File: src/rtl/ultrasonic_ranger.sv
// ---------------------------------------------------------------------------
// ultrasonic_ranger
//
// Controls an HC-SR04-style ultrasonic sensor and turns the echo pulse width
// into whole centimetres. It runs continuously: hold off, trigger, wait for
// the echo rise, measure, report, and then repeat.
//
// Centimetres are counted as the pulse arrives. A sub-counter divides the echo
// high-time into CLK_PER_CM-cycle slices, and each completed slice adds one to
// the cm count. No divider is needed.
//
// Optional build macro:
//   RANGER_ROUND_EN - when defined, the sub-counter is preloaded with
//                     CLK_PER_CM/2 on entry to S_MEASURE. The result then
//                     rounds to the nearest cm instead of truncating.
//                     Flags and timing do not change.
//
// Parameters:
//   CLK_PER_CM        clock cycles of echo high-time per cm
//   TRIG_CYC          trigger pulse length in cycles
//   RISE_TIMEOUT_CYC  max cycles to wait for echo rise after trigger ends
//   MAX_CM            saturation value of the cm count
//   HOLDOFF_CYC       cycles echo must be continuously low before a trigger
//
// Ports:
//   clock         system clock
//   reset         synchronous, active-high reset
//   echo          sensor echo pin (asynchronous, synchronised here)
//   trigger       sensor trigger pin, registered
//   distance      last measured distance in cm, zero-extended to 32 bits
//   done          one-cycle pulse when a measurement completes
//   no_echo       last measurement timed out waiting for the echo rise
//   out_of_range  last measurement saturated at MAX_CM
// ---------------------------------------------------------------------------
module ultrasonic_ranger #(
    parameter int CLK_PER_CM       = 2900,
    parameter int TRIG_CYC         = 500,
    parameter int RISE_TIMEOUT_CYC = 1_500_000,
    parameter int MAX_CM           = 400,
    parameter int HOLDOFF_CYC      = 3_000_000
) (
    input  logic        clock,
    input  logic        reset,
    input  logic        echo,
    output logic        trigger,
    output logic [31:0] distance,
    output logic        done,
    output logic        no_echo,
    output logic        out_of_range
);

    // -----------------------------------------------------------------------
    // Widths and constants
    // -----------------------------------------------------------------------
    localparam int SYNC_STAGES = 2;

    // A single phase counter serves holdoff, trigger length and rise
    // timeout. It is sized for the largest of the three.
    localparam int CNT_LIMIT_A = (HOLDOFF_CYC > TRIG_CYC) ? HOLDOFF_CYC : TRIG_CYC;
    localparam int CNT_LIMIT   = (CNT_LIMIT_A > RISE_TIMEOUT_CYC) ? CNT_LIMIT_A
                                                                  : RISE_TIMEOUT_CYC;
    localparam int CNT_W = $clog2(CNT_LIMIT) + 1;
    localparam int SUB_W = $clog2(CLK_PER_CM) + 1;
    localparam int CM_W  = $clog2(MAX_CM) + 1;

`ifdef RANGER_ROUND_EN
    localparam int SUB_PRELOAD = CLK_PER_CM / 2;
`else
    localparam int SUB_PRELOAD = 0;
`endif

    localparam logic [CNT_W-1:0] HOLD_LAST  = CNT_W'(HOLDOFF_CYC - 1);
    localparam logic [CNT_W-1:0] TRIG_LAST  = CNT_W'(TRIG_CYC - 1);
    localparam logic [CNT_W-1:0] RISE_LAST  = CNT_W'(RISE_TIMEOUT_CYC - 1);
    localparam logic [CNT_W-1:0] CNT_ONE    = CNT_W'(1);
    localparam logic [SUB_W-1:0] SUB_LAST   = SUB_W'(CLK_PER_CM - 1);
    localparam logic [SUB_W-1:0] SUB_INIT   = SUB_W'(SUB_PRELOAD);
    localparam logic [SUB_W-1:0] SUB_ONE    = SUB_W'(1);
    localparam logic [CM_W-1:0]  CM_MAX     = CM_W'(MAX_CM);
    localparam logic [CM_W-1:0]  CM_ONE     = CM_W'(1);

    // -----------------------------------------------------------------------
    // State encoding
    // -----------------------------------------------------------------------
    typedef enum logic [1:0] {
        S_HOLDOFF   = 2'd0,
        S_TRIG      = 2'd1,
        S_WAIT_RISE = 2'd2,
        S_MEASURE   = 2'd3
    } state_t;

    state_t state_reg, state_next;

    logic [SYNC_STAGES-1:0] sync_reg;
    logic                   echo_s;

    logic [CNT_W-1:0] cnt_reg, cnt_next;
    logic [SUB_W-1:0] sub_reg, sub_next;
    logic [CM_W-1:0]  cm_reg,  cm_next;

    logic             trigger_reg, trigger_next;
    logic             done_reg, done_next;
    logic             no_echo_reg, no_echo_next;
    logic             oor_reg, oor_next;
    logic [CM_W-1:0]  distance_reg, distance_next;

    // One echo-high slice step, shared by the rise cycle and S_MEASURE.
    logic [SUB_W-1:0] step_base_sub;
    logic [CM_W-1:0]  step_base_cm;
    logic [SUB_W-1:0] step_sub;
    logic [CM_W-1:0]  step_cm;

    // -----------------------------------------------------------------------
    // Echo synchroniser. echo is asynchronous to clock, so everything
    // downstream looks only at echo_s.
    // -----------------------------------------------------------------------
    always_ff @(posedge clock) begin
        if (reset) begin
            sync_reg <= '0;
        end else begin
            sync_reg <= {sync_reg[SYNC_STAGES-2:0], echo};
        end
    end

    assign echo_s = sync_reg[SYNC_STAGES-1];

    // -----------------------------------------------------------------------
    // Slice step.
    //
    // The rise cycle counts as echo cycle 1. On that cycle the step starts
    // from the preload with a zero cm count. In S_MEASURE it continues from
    // the running counters. The sub-counter wraps as it leaves CLK_PER_CM-1.
    // That makes W high cycles produce floor((W + preload) / CLK_PER_CM) cm.
    // -----------------------------------------------------------------------
    always_comb begin
        step_base_sub = SUB_INIT;
        step_base_cm  = '0;
        if (state_reg == S_MEASURE) begin
            step_base_sub = sub_reg;
            step_base_cm  = cm_reg;
        end

        step_sub = step_base_sub + SUB_ONE;
        step_cm  = step_base_cm;
        if (step_base_sub == SUB_LAST) begin
            step_sub = '0;
            if (step_base_cm != CM_MAX) begin
                step_cm = step_base_cm + CM_ONE;
            end
        end
    end

    // -----------------------------------------------------------------------
    // State register and all output/result registers
    // -----------------------------------------------------------------------
    always_ff @(posedge clock) begin
        if (reset) begin
            state_reg    <= S_HOLDOFF;
            cnt_reg      <= '0;
            sub_reg      <= '0;
            cm_reg       <= '0;
            trigger_reg  <= 1'b0;
            done_reg     <= 1'b0;
            no_echo_reg  <= 1'b0;
            oor_reg      <= 1'b0;
            distance_reg <= '0;
        end else begin
            state_reg    <= state_next;
            cnt_reg      <= cnt_next;
            sub_reg      <= sub_next;
            cm_reg       <= cm_next;
            trigger_reg  <= trigger_next;
            done_reg     <= done_next;
            no_echo_reg  <= no_echo_next;
            oor_reg      <= oor_next;
            distance_reg <= distance_next;
        end
    end

    // -----------------------------------------------------------------------
    // Next-state and result logic
    // -----------------------------------------------------------------------
    always_comb begin
        state_next    = state_reg;
        cnt_next      = cnt_reg;
        sub_next      = sub_reg;
        cm_next       = cm_reg;
        done_next     = 1'b0;
        no_echo_next  = no_echo_reg;
        oor_next      = oor_reg;
        distance_next = distance_reg;

        unique case (state_reg)
            S_HOLDOFF: begin
                // The echo must stay low for a full HOLDOFF_CYC run. Any high
                // cycle restarts the count, so a stuck-high echo blocks the
                // next trigger indefinitely.
                if (echo_s) begin
                    cnt_next = '0;
                end else if (cnt_reg == HOLD_LAST) begin
                    state_next = S_TRIG;
                    cnt_next   = '0;
                end else begin
                    cnt_next = cnt_reg + CNT_ONE;
                end
            end

            S_TRIG: begin
                // The echo is deliberately ignored while triggering.
                if (cnt_reg == TRIG_LAST) begin
                    state_next = S_WAIT_RISE;
                    cnt_next   = '0;
                end else begin
                    cnt_next = cnt_reg + CNT_ONE;
                end
            end

            S_WAIT_RISE: begin
                if (echo_s) begin
                    state_next = S_MEASURE;
                    cnt_next   = '0;
                    sub_next   = step_sub;
                    cm_next    = step_cm;
                end else if (cnt_reg == RISE_LAST) begin
                    // Timed out: report no-echo and keep the old distance.
                    state_next   = S_HOLDOFF;
                    cnt_next     = '0;
                    done_next    = 1'b1;
                    no_echo_next = 1'b1;
                    oor_next     = 1'b0;
                end else begin
                    cnt_next = cnt_reg + CNT_ONE;
                end
            end

            S_MEASURE: begin
                if (echo_s) begin
                    sub_next = step_sub;
                    cm_next  = step_cm;
                end else begin
                    // The first low cycle ends the pulse. It is not counted.
                    state_next    = S_HOLDOFF;
                    cnt_next      = '0;
                    done_next     = 1'b1;
                    no_echo_next  = 1'b0;
                    oor_next      = (cm_reg == CM_MAX);
                    distance_next = cm_reg;
                end
            end

            default: begin
                state_next = S_HOLDOFF;
                cnt_next   = '0;
            end
        endcase
    end

    // The trigger is registered from the next state. It rises on the same
    // edge that enters S_TRIG and falls on the edge that leaves it.
    assign trigger_next = (state_next == S_TRIG);

    // -----------------------------------------------------------------------
    // Outputs
    // -----------------------------------------------------------------------
    assign trigger      = trigger_reg;
    assign done         = done_reg;
    assign no_echo      = no_echo_reg;
    assign out_of_range = oor_reg;
    assign distance     = {{(32 - CM_W){1'b0}}, distance_reg};

endmodule

File: config.mk
export PLATFORM = sky130hd
export DESIGN_NAME = ultrasonic_ranger
export DESIGN_NICKNAME = d
export VERILOG_FILES = /design/src/rtl/ultrasonic_ranger.sv
export SDC_FILE = /design/constraint.sdc
export NUM_CORES = 1
export LEC_CHECK = 0
export ABC_CLOCK_PERIOD_IN_PS = 2700
export BUFFER_PORTS_ARGS = -buffer_cell sky130_fd_sc_hd__buf_2
export CAP_MARGIN = 15
export CORE_ASPECT_RATIO = 1.4
export CORE_MARGIN = 2
export CORE_UTILIZATION = 45
export CTS_CLUSTER_SIZE = 10
export DETAILED_ROUTE_END_ITERATION = 6
export GPL_TIMING_DRIVEN = 0
export HOLD_SLACK_MARGIN = 0.05
export PLACE_DENSITY = 0.77
export SETUP_SLACK_MARGIN = 0.1
export SLEW_MARGIN = 0
export SYNTH_ARGS = -nofsm -noshare
export SYNTH_HDL_FRONTEND = slang
export SYNTH_SLANG_ARGS = --single-unit
File: constraint.sdc
create_clock -name clock -period 2.7 [get_ports clock]
set_clock_uncertainty 0.05 [all_clocks]
set_input_delay 0.405 -clock clock [delete_from_list [all_inputs] [get_ports clock]]
set_output_delay 0.405 -clock clock [all_outputs]
set_load 0.05 [all_outputs]
Yosys cells after proc, flatten, opt, wreduce, memory -nomap -nowiden
Cells that the tools add are included.
{"block": "op_classes", "order_cmp": 0, "n_mul": 0, "reduce_logical": 6, "shift": 0, "mux": 31, "div": 0, "bitwise_logic": 1, "addsub": 3, "n_eq_ne": 13}
{"cell": "$mux W23", "count": 6}
{"cell": "$pmux W23 S4", "count": 1}
{"cell": "$mux W10", "count": 3}
{"cell": "$mux W13", "count": 2}
{"cell": "$add A23 B1 Y23 const B", "count": 1}
{"cell": "$eq A23 B21 Y1 const B", "count": 1}
{"cell": "$eq A23 B22 Y1 const B", "count": 1}
{"cell": "$eq A23 B9 Y1 const B", "count": 1}
{"cell": "$add A13 B1 Y13 const B", "count": 1}
{"cell": "$eq A13 B12 Y1 const B", "count": 1}
{"cell": "$mux W2", "count": 6}
{"cell": "$add A10 B1 Y10 const B", "count": 1}
{"cell": "$eq A10 B9 Y1 const B", "count": 1}
{"cell": "$ne A10 B9 Y1 const B", "count": 1}
{"cell": "$mux W1", "count": 9}
{"cell": "$pmux W2 S4", "count": 1}
{"cell": "$ne A2 B2 Y1 const B", "count": 3}
{"cell": "$pmux W1 S2", "count": 3}
{"cell": "$eq A2 B1 Y1 const B", "count": 2}
{"cell": "$eq A2 B2 Y1 const B", "count": 2}
{"cell": "$reduce_and A2 Y1", "count": 2}
{"cell": "$reduce_and A4 Y1", "count": 1}
{"cell": "$logic_not A2 Y1", "count": 1}
{"cell": "$reduce_bool A2 Y1", "count": 1}
{"cell": "2 further kinds", "count": 2}
{"block": "word_totals", "latchBits": 0, "ff_bits": 64, "mem_bits_rw": 0, "elab_cells": 64, "rom_bits": 0, "mem_count": 0}

Longest topological paths before layout
{"block": "logic_depth", "word_depth": 5, "mapped_depth": 11, "ltp_nobuf": 9}

Worst setup path after synthesis
No wires, ideal clock.
{"block": "synth_path", "path_kind": "register to register", "startpoint": "register state_reg[0]", "endpoint": "register cm_reg[5]", "synth_period_minus_slack_ns": 2.497, "slack_ns": 0.203, "stages_incl_launch_ff": 11, "n_path_buf": 2, "arrival_time_ns": 2.319, "setup_time_ns": 0.128, "cell_sequence": "dfxtp_1 > buf_2 > and3_1 > ha_1 > nor4bb_1 > nand4_1 > or3_1 > buf_2 > nor4_1 > xor2_1 > nor2_1"}
{"block": "synth_via", "elab_chain_cells": 5, "elab_cells_between_ends": 11, "cone_classes": "add/sub: 1; eq/ne: 4; mux: 4; reduce/logical: 2"}
{"element": "start, declared", "line": "92", "source": "state_t state_reg, state_next;"}
{"element": "start signal, assigned", "line": "168", "source": "state_reg <= state_next;"}
{"element": "$eq A2 B2 Y1", "line": "138, 193"}
{"element": "$mux W10", "line": "138", "source": "if (state_reg == S_MEASURE) begin"}
{"element": "$add A10 B1 Y10 or $ne A10 B9 Y1 (tied branches)", "line": "148, 147"}
{"element": "$mux W10", "line": "147", "source": "if (step_base_cm != CM_MAX) begin"}
{"element": "$mux W10", "line": "145", "source": "if (step_base_sub == SUB_LAST) begin"}
{"element": "end signal, assigned", "line": "171", "source": "cm_reg <= cm_next;"}
{"element": "end, declared", "line": "99", "source": "logic [CM_W-1:0] cm_reg, cm_next;"}
Parallel ways exist; a longest one is shown, timed or not.
A chain may end at the register's enable or synchronous reset.

Worst setup path in the final report
{"block": "layout_path", "startpoint": "register state_reg[1]", "endpoint": "register cm_reg[5]"}
The elaborated chain is that of the path after synthesis.

==> impl_metrics.env <==
export IMPL_critical_path_class="flop to flop"
export IMPL_port_buffers=15
export IMPL_synth_edf_count=0
export IMPL_start_kind="flop"
export IMPL_cts_tree="yes"
export IMPL_layout_drive_gt1_share_pct=17.5
export IMPL_hold_violations=0
export IMPL_holdWs_ns=0.210
export IMPL_cts_max_level=3
export IMPL_setup_violations=0
export IMPL_viasPerCell=5.47
export IMPL_numClockSinks=64
export IMPL_worstPathRequired_ns=2.87
export IMPL_cp_max_fo=10
export IMPL_fill_cells=684
export IMPL_fmax_mhz=409
export IMPL_multi_input_area_um2=1960
export IMPL_root_buffer="clkbuf_8"
export IMPL_min_path_type="input port to flop"
export IMPL_crit_path_max_incr_delay_ns=0.43
export IMPL_antenna_found_initial=0
export IMPL_post_route_util_pct=54.3
export IMPL_boundaryPins=39
export IMPL_finalMaxSlewViolations=0
export IMPL_ys_flop_type="dfxtp_1"
export IMPL_worstSkewPairLatency_ns=0.35
export IMPL_end_kind="flop"
export IMPL_tightest_slew_ns=0.774
export IMPL_cp_arrival_ns=2.61
export IMPL_yosysWarnings=0
export IMPL_cts_buffer_depth=2
export IMPL_drc_errors=0
export IMPL_rows=37
export IMPL_stdcell_count=572
export IMPL_cts_buffers=9
export IMPL_seqCellArea_um2=1290
export IMPL_grt_overflow_total=0
export IMPL_start_util_pct=46.0
export IMPL_antenna_cells=0
export IMPL_outcome="complete, no violations"
export IMPL_drt_iter0_markers=194
export IMPL_relSlewSlack_pct=47.9
export IMPL_maxCapViolCount=0
export IMPL_vias=3131
export IMPL_coreArea_um2=7310
export IMPL_fin_crit_ns=2.44
export IMPL_gp_congestion=0.953
export IMPL_p_leak_uw=0.00159
export IMPL_grt_setup_unrepaired="no"
export IMPL_synth_distinct_cells=50
export IMPL_rrSetupSlack_ns=0.26
export IMPL_yosysTopAreaCell="dfxtp_1"
export IMPL_clk_transition_reported_paths_ns=0.07
export IMPL_ys_seq_area_share_pct=38.1
export IMPL_cp_cell_sequence="buf_6 -> and3_4 -> ha_4 -> nor4bb_4 -> nand4_1 -> or3_1 -> buf_4 -> nor4_4 -> xor2_1 -> nor2_1"
export IMPL_ys_ff_latch=64
export IMPL_grt_max_degree=12
export IMPL_drt_wl_total_um=8220
export IMPL_p_per_area_nw_per_um2=476
export IMPL_synthTopCellsByArea="dfxtp_1 38%, nor2_1 6.6%, buf_4 5.4%"
export IMPL_netlist_area_um2=3370
export IMPL_slowest_stage="or3_1"
export IMPL_place_inst=551
export IMPL_ir_drop_mv=0.308
export IMPL_fp_dieH_um=106
export IMPL_final_nets=477
export IMPL_die_w_um=77.1
export IMPL_wire_per_inst_um=14.4
export IMPL_syn_area_per_cell_um2=8.05
export IMPL_first_pass_iters=5
export IMPL_yosysTopAreaCellShare_pct=38.1
export IMPL_syn_inst=418
export IMPL_syn2layout_area_growth_pct=18.0
export IMPL_synthArstFlopShare_pct=0
export IMPL_first_global_vias=2873
export IMPL_fin_crit_sh_pct=90.5
export IMPL_fp_dieArea_um2=8200
export IMPL_largest_reg_flops=23
export IMPL_grt_use_total_pct=20.4
export IMPL_final_antenna_net_count=0
export IMPL_dpl_hpwl_um=5760
export IMPL_grt_pass1_wl_um=13200
-- synthesized netlist by cell type, types with 10 or more instances --
| library cell | count |
|---|---|
| and3_1 | 12 |
| mux2i_1 | 10 |
| buf_4 | 24 |
| o21ai_0 | 17 |
| dfxtp_1 | 64 |
| nand3_1 | 18 |
| a21oi_1 | 18 |
| clkbuf_1 | 10 |
| nand4_1 | 17 |
| nor2_1 | 59 |
| nand2_1 | 41 |
| xor2_1 | 17 |
| nor3_1 | 15 |
-- power by group --
part | internal [µW] | switching (µW)
logic | 35.3 | 98.3
clock network | 427 | 378
registers | 947 | 6.75
-- logic make-up after synthesis --
logic type	count (synthesis)	share of synthesized area, %
AOI/OAI and AO/OA	54	9.77
DFF	64	38.1
other	1	0.111
muxes	10	2.97
adders and majority gates	4	1.49
and+or+nand+nor	210	32.3
xor gates and xnor gates	26	6.76
buffers and inverters	49	8.51
-- layout make-up --
cell class | instances | share of cell area (%)
clock buffers | 11 | 3.31
flip-flops and latches | 64 | 32.4
well taps | 97 | 3.05
inverters | 9 | 0.850
plain buffers | 40 | 6.80
clock inverters | 5 | 1.45
multi-input cells | 326 | 49.3
repair buffers | 20 | 2.83
-- what timing repair did --
item,in CTS,in global routing
resized for setup,11,16
hold buffers,0,0
pin swaps,1,4
buffers inserted,0,5
setup endpoints to repair,14,12
-- placed cells by master (no fill, tap or decap), drive strengths merged, types with 2 or more instances in the layout --
cell and n:
nand3 19, mux2i 10, dfxtp 64, a31oi 5, clkinv 4, inv 9, and4 2, nor4 8
nor3 15, nand4b 2, xnor2 9, nand4 17, o21ai 19, or4 6, buf 50, nor3b 4
a21oi 18, nor4bb 2, nor2b 4, nand2 41, or3 4, conb 22, ha 4, and2 7
or2 2, xor2 17, o31ai 2, a22oi 5, nor2 59, clkbuf 21, nand2b 2, and3 12
-- routing by layer --
layer / track usage (%) / wire length [µm] / vias up
met1: 21.9 / 3290 / 1495
met2: 36.6 / 4330 / 94
met3: 3.99 / 380 / 16
met5: 0 / 0 / -
met4: 12.1 / 225 / 0
li1: - / - / 1526
-- path summary, 6_finish.rpt --
kind,startpoint,endpoint,cells past startpoint
setup reg to reg,state_reg[1]$_SDFF_PP0_,cm_reg[5]$_SDFFE_PP0P_,10
setup / recovery,state_reg[1]$_SDFF_PP0_,cm_reg[5]$_SDFFE_PP0P_,10
hold reg to reg,sync_reg[0]$_SDFF_PP0_,sync_reg[1]$_SDFF_PP0_,1
hold / removal,reset,sync_reg[1]$_SDFF_PP0_,2
-- metrics by stage --
stage	TNS [ns]	total power, µW	cell area [µm²]	setup slack (ns)
floorplan	0	1100	3450	0.203
CTS	0	1900	3870	0.0806
finish	0	1890	3970	0.257
global placement	-0.880	1110	3640	-0.207
global route	0	1960	3970	0.0887
detailed placement	-1.19	1110	3640	-0.239
-- worst max-delay path, delay by kind of cell (launching register included) --
family        cells  cell delay, ns
fa+ha+maj         1            0.15
simple gates      6            1.27
buf+inv           2            0.31
flops             1            0.38
xor+xnor          1            0.16
No activity file was read; power rests on OpenSTA's default activity.
